$ cat src/rtl/pci_initiator.sv
// pci_initiator: bus-master agent for one PCI REQ#/GNT# slot.
// Requests the bus on a local start pulse and waits for grant plus an idle bus.
// It then runs one address phase and 1-15 data phases, with master abort and
// latency-timer preemption. Every output is a flop, so no input reaches an
// output combinationally.
//
//   state      | meaning
//   -----------+------------------------------------------------------------
//   S_IDLE     | bus released, waiting for start with num_phases != 0
//   S_REQ_WAIT | REQ# low, waiting for GNT# low with FRAME#/IRDY# both high
//   S_ADDR     | address phase: FRAME# low, IRDY# high
//   S_DATA     | data phases: IRDY# low, FRAME# high on the last phase
//   S_ABORT    | master abort: FRAME# high, IRDY# low for one clock
//   S_TURN     | turnaround: both high, still driven, then release
module pci_initiator #(
  parameter int MAX_WAIT  = 8,
  parameter int LAT_TIMER = 16
) (
  input  logic       clk,
  input  logic       rst,
  input  logic       start,
  input  logic [3:0] num_phases,
  input  logic       GNT,
  input  logic       GLOBAL_FRAME,
  input  logic       GLOBAL_IRDY,
  input  logic       GLOBAL_TRDY,
  output logic       REQ,
  output logic       FRAME_N,
  output logic       IRDY_N,
  output logic       BUS_OE,
  output logic       busy,
  output logic       data_ack,
  output logic [3:0] xfer_count,
  output logic       done,
  output logic       abort
);

  localparam int WAIT_W = (MAX_WAIT > 2) ? $clog2(MAX_WAIT) : 1;
  localparam int LAT_W  = (LAT_TIMER > 1) ? $clog2(LAT_TIMER + 1) : 1;
  localparam logic [WAIT_W-1:0] WAIT_LOAD = WAIT_W'(MAX_WAIT - 1);
  localparam logic [LAT_W-1:0]  LAT_LOAD  = LAT_W'(LAT_TIMER);

  typedef enum logic [2:0] {
    S_IDLE,
    S_REQ_WAIT,
    S_ADDR,
    S_DATA,
    S_ABORT,
    S_TURN
  } state_t;

  state_t            state_q, state_d;
  logic [3:0]        rem_q, rem_d;
  logic [3:0]        xfer_q, xfer_d;
  // Down-counters: the wait timer hits 0 on the last tolerated TRDY# miss.
  // The latency timer hits 0 once LAT_TIMER clocks have passed since ADDR entry.
  logic [WAIT_W-1:0] wait_q, wait_d;
  logic [LAT_W-1:0]  lat_q, lat_d;
  logic              abort_flag_q, abort_flag_d;
  logic              ack_d, done_d, abort_d;

  logic              req_q, frame_n_q, irdy_n_q, oe_q, busy_q;
  logic              ack_q, done_q, abort_q;

  // Next-state, counter and pulse computation
  always_comb begin
    state_d      = state_q;
    rem_d        = rem_q;
    xfer_d       = xfer_q;
    wait_d       = wait_q;
    lat_d        = lat_q;
    abort_flag_d = abort_flag_q;
    ack_d        = 1'b0;
    done_d       = 1'b0;
    abort_d      = 1'b0;

    case (state_q)
      S_IDLE: begin
        if (start && (num_phases != 4'd0)) begin
          rem_d        = num_phases;
          xfer_d       = 4'd0;
          abort_flag_d = 1'b0;
          state_d      = S_REQ_WAIT;
        end
      end
      S_REQ_WAIT: begin
        if (!GNT && GLOBAL_FRAME && GLOBAL_IRDY) begin
          lat_d   = LAT_LOAD;
          wait_d  = WAIT_LOAD;
          state_d = S_ADDR;
        end
      end
      S_ADDR: begin
        lat_d   = (lat_q == '0) ? '0 : lat_q - 1'b1;
        state_d = S_DATA;
      end
      S_DATA: begin
        lat_d = (lat_q == '0) ? '0 : lat_q - 1'b1;
        if (!GLOBAL_TRDY) begin
          ack_d  = 1'b1;
          xfer_d = xfer_q + 4'd1;
          rem_d  = rem_q - 4'd1;
          wait_d = WAIT_LOAD;
          if (rem_q == 4'd1) begin
            state_d = S_TURN;
          end
        end else if (wait_q == '0) begin
          abort_flag_d = 1'b1;
          state_d      = S_ABORT;
        end else begin
          wait_d = wait_q - 1'b1;
        end
        // Preemption is applied after this edge's completion has been counted.
        if ((lat_q == '0) && GNT && (rem_d > 4'd1)) begin
          rem_d = 4'd1;
        end
      end
      S_ABORT: begin
        state_d = S_TURN;
      end
      S_TURN: begin
        done_d  = 1'b1;
        abort_d = abort_flag_q;
        state_d = S_IDLE;
      end
      default: begin
        state_d = S_IDLE;
      end
    endcase
  end

  // State, counters and registered bus/status outputs derived from next state
  always_ff @(posedge clk) begin
    if (!rst) begin
      state_q      <= S_IDLE;
      rem_q        <= 4'd0;
      xfer_q       <= 4'd0;
      wait_q       <= '0;
      lat_q        <= '0;
      abort_flag_q <= 1'b0;
      req_q        <= 1'b1;
      frame_n_q    <= 1'b1;
      irdy_n_q     <= 1'b1;
      oe_q         <= 1'b0;
      busy_q       <= 1'b0;
      ack_q        <= 1'b0;
      done_q       <= 1'b0;
      abort_q      <= 1'b0;
    end else begin
      state_q      <= state_d;
      rem_q        <= rem_d;
      xfer_q       <= xfer_d;
      wait_q       <= wait_d;
      lat_q        <= lat_d;
      abort_flag_q <= abort_flag_d;
      req_q        <= (state_d != S_REQ_WAIT);
      frame_n_q    <= !((state_d == S_ADDR) ||
                        ((state_d == S_DATA) && (rem_d != 4'd1)));
      irdy_n_q     <= !((state_d == S_DATA) || (state_d == S_ABORT));
      oe_q         <= (state_d == S_ADDR) || (state_d == S_DATA) ||
                      (state_d == S_ABORT) || (state_d == S_TURN);
      busy_q       <= (state_d != S_IDLE);
      ack_q        <= ack_d;
      done_q       <= done_d;
      abort_q      <= abort_d;
    end
  end

  assign REQ        = req_q;
  assign FRAME_N    = frame_n_q;
  assign IRDY_N     = irdy_n_q;
  assign BUS_OE     = oe_q;
  assign busy       = busy_q;
  assign data_ack   = ack_q;
  assign xfer_count = xfer_q;
  assign done       = done_q;
  assign abort      = abort_q;

endmodule

$ cat config.mk
export PLATFORM = sky130hd
export DESIGN_NAME = pci_initiator
export DESIGN_NICKNAME = d
export VERILOG_FILES = /design/src/rtl/pci_initiator.sv
export SDC_FILE = /design/constraint.sdc
export NUM_CORES = 1
export LEC_CHECK = 0
export ABC_AREA = 1
export CAP_MARGIN = 30
export CORE_MARGIN = 5
export CORE_UTILIZATION = 57
export DETAILED_ROUTE_END_ITERATION = 16
export PLACE_DENSITY_LB_ADDON = 0.25
export SYNTH_ARGS = -nofsm -noshare
export SYNTH_HDL_FRONTEND = slang
export SYNTH_SLANG_ARGS = --single-unit
$ cat constraint.sdc
create_clock -name clk -period 3.5 [get_ports clk]
set_clock_uncertainty 0.15 [all_clocks]
set_input_delay 0.35 -clock clk [delete_from_list [all_inputs] [get_ports clk]]
set_output_delay 0.35 -clock clk [all_outputs]
set_load 0.1 [all_outputs]
==> metrics.cfg <==
[global_routing]
grt_pass1_vias = 1203
grt_use_total_pct = 17.9
grt_start_max_net_pins = 18
grt_pass1_wl_um = 5110
grt_overflow = 0
antenna_found_initial = 0

[clocking]
numCtsBuffers = 3
clock_sinks = 28
cts_hold_buf = 0
post_cts_buffers = 0
cts_tree = yes
cts_root_buf = clkbuf_4
post_cts_resized = 0
cts.path.max_buffers = 2
clk_latency_ps = 330
clk_pin_slew_ps = 140
htree_levels = 1

[route]
antenna_left = 0
drt_iter0_drc = 40
drc = 0
wl_per_cell_um = 11.3
wl_um = 2980
first_pass_iters = 4
via_per_inst = 5.12
routed-via-count = 1351

[sta]
tightest_slew_ps = 980
grt_setup_unrepaired = false
setup_violations = 0
relSlewSlack_pct = 34.5
finalHoldViolCount = 0
max_freq_ghz = 0.416
fin_tns_setup_ps = 0
period_needed_ps = 2400
finalMaxSlewViolations = 0
period_share_pct = 68.7
timing.final.ws_setup_ps = 1100

[cells_and_area]
finalNonFillerCells = 264
antenna_cells = 0
mostFrequentLayoutCell = nand2_1
final_cell_area_um2 = 1780
fin_nets = 252
layout_common_cells = nand2_1 (51), dfxtp_1 (28), inv_1 (27)
syn_to_final_growth_pct = 19.5
drive_gt1_share_pct = 14.1

[synthesis]
synthCells = 209
ys_seq_elements = 28
synth_area_per_cell_um2 = 7.13
ys_types = 29
syn-num-nets = 226
ys_seq_area_share_pct = 37.6
yosys_warnings = 0
netlist_area_um2 = 1490

[worst_setup_path]
worst-path-buf-inv = 1
critical_path_depth = 1
worstPathArrival_ps = 1900
worstSetupPathType = flip-flop to primary output
r2r_end = FRAME_N
slowest_delay_ps = 1160
critPathSlowestCell = clkdlybuf4s50_1
cp-startpoint = xfer_count[0]
critPathTopFamily = buffers and inverters
worstPathCellList = clkdlybuf4s50_1
worst-r2r-setup-slack_ps = 1700
crit_path_max_fanout = 5
worstSetupEndpointType = primary output
cp-start-kind = flip-flop
r2r-start = rem_q[1]
required_ps = 3000
ff2ff_path_depth = 11
critPathCapture = xfer_count[0]

[die]
rows = 18
ios = 23
start_util_pct = 59.6
dieHeight_um = 61.1
die_area_um2 = 3740
core_area_um2 = 2500
fp.dieW_um = 61.1

[placed_design]
placed_area_um2 = 1740
placed_cells = 260
gp_congestion = 0.816
hpwl_um = 2330
place.port_buffers = 22
place_ws_ps = 1450

[power_and_ir_drop]
power.total_mw = 0.673
powerDensity_nw_per_um2 = 378
p_leak_nw = 0.774
ir_drop_v = 0.000301

[status]
status = complete, no violations

[job]
max-cap-violations = 0

[hold_path]
hp-class = flip-flop to flip-flop

[routing by layer]
layer / part of all wire (%) / global-route usage, % / wire, um / vias up
met5: 0 / 0 / 0 / -
met4: 1.6 / 6.50 / 49 / 0
met3: 5.1 / 2.94 / 153 / 7
met2: 45 / 29.5 / 1350 / 31
met1: 48 / 23.7 / 1420 / 595
li1: - / - / - / 718
[worst min-delay path, cell delays in order, from the launching register on]
cell     delay, ps
dfxtp_1        330
nand2_1         60
a21oi_1         50
[metrics by stage]
stage / hold slack (ps) / utilization, %
after floorplan: 272 / -
after global placement: 287 / 69.8
after detailed placement: 300 / 69.8
after CTS: 319 / 71.2
after global routing: 332 / 71.2
final: 319 / 71.2
[state kept, by name, indices dropped and copies added, names as in the netlist]
name / count
FRAME_N: 1
state_q: 3
abort_flag_q: 1
lat_q: 5
IRDY_N: 1
done: 1
busy: 1
BUS_OE: 1
abort: 1
xfer_count: 4
REQ: 1
wait_q: 3
rem_q: 4
data_ack: 1
[cells by family (layout without fill, tap and decap cells)]
family | count (synthesis) | after routing | share of synthesized area, %
and+or+nand+nor | 105 | 105 | 32.9
buffers and inverters | 35 | 60 | 8.98
AOI/OAI and AO/OA | 31 | 31 | 13.1
DFF | 28 | 28 | 37.6
adders and majority gates | 6 | 6 | 5.04
xor gates and xnor gates | 4 | 4 | 2.35
[worst min-delay path by stage]
stage / start / end / cells after the start
4_1_cts: wait_q[0] / wait_q[0] / 1
3_3_place_gp: wait_q[0] / wait_q[0] / 1
5_1_grt: lat_q[1] / lat_q[1] / 2
6_report: lat_q[1] / lat_q[1] / 2
2_1_floorplan: wait_q[0] / wait_q[0] / 1
3_5_place_dp: wait_q[0] / wait_q[0] / 1
[power breakdown]
part,internal [mW],total (mW),switching (mW)
Combinational,0.0566,0.173,0.116
Clock,0.0637,0.157,0.0929
Sequential,0.333,0.344,0.0105
[final cells by class]
cell class	count	area, um^2
inverters	34	130
clock buffers	4	36.3
fillers	211	719
multi-input cells	146	796
repair buffers	22	220
well taps	30	37.5
flip-flops and latches	28	561
[Yosys cell counts]
| library cell | count | area share, % |
|---|---|---|
| a22oi_1 | 1 | 0.50 |
| nor4_1 | 1 | 0.42 |
| nor2_4 | 2 | 1.5 |
| nor2_1 | 18 | 4.5 |
| dfxtp_1 | 28 | 38 |
| o22ai_1 | 1 | 0.42 |
| nand2_4 | 1 | 0.76 |
| nand4_1 | 2 | 0.84 |
| a221oi_2 | 2 | 2.0 |
| or2_1 | 1 | 0.42 |
| nand2_1 | 51 | 13 |
| nand3_1 | 11 | 3.7 |
| or2_2 | 1 | 0.42 |
| o211ai_1 | 1 | 0.50 |
| xor2_1 | 1 | 0.59 |
| a21oi_2 | 1 | 0.59 |
| nor3_1 | 2 | 0.67 |
| a21oi_1 | 17 | 5.7 |
| inv_4 | 1 | 0.42 |
| inv_1 | 27 | 6.8 |
| nor2_2 | 10 | 4.2 |
| a32o_1 | 2 | 1.3 |
| o21ai_0 | 6 | 2.0 |
| nand2_2 | 3 | 1.3 |
| nand3_2 | 2 | 1.3 |
| xnor2_1 | 3 | 1.8 |
| inv_2 | 6 | 1.5 |
| buf_1 | 1 | 0.25 |
| ha_1 | 6 | 5.0 |
No activity file was read; power rests on OpenSTA's default activity.
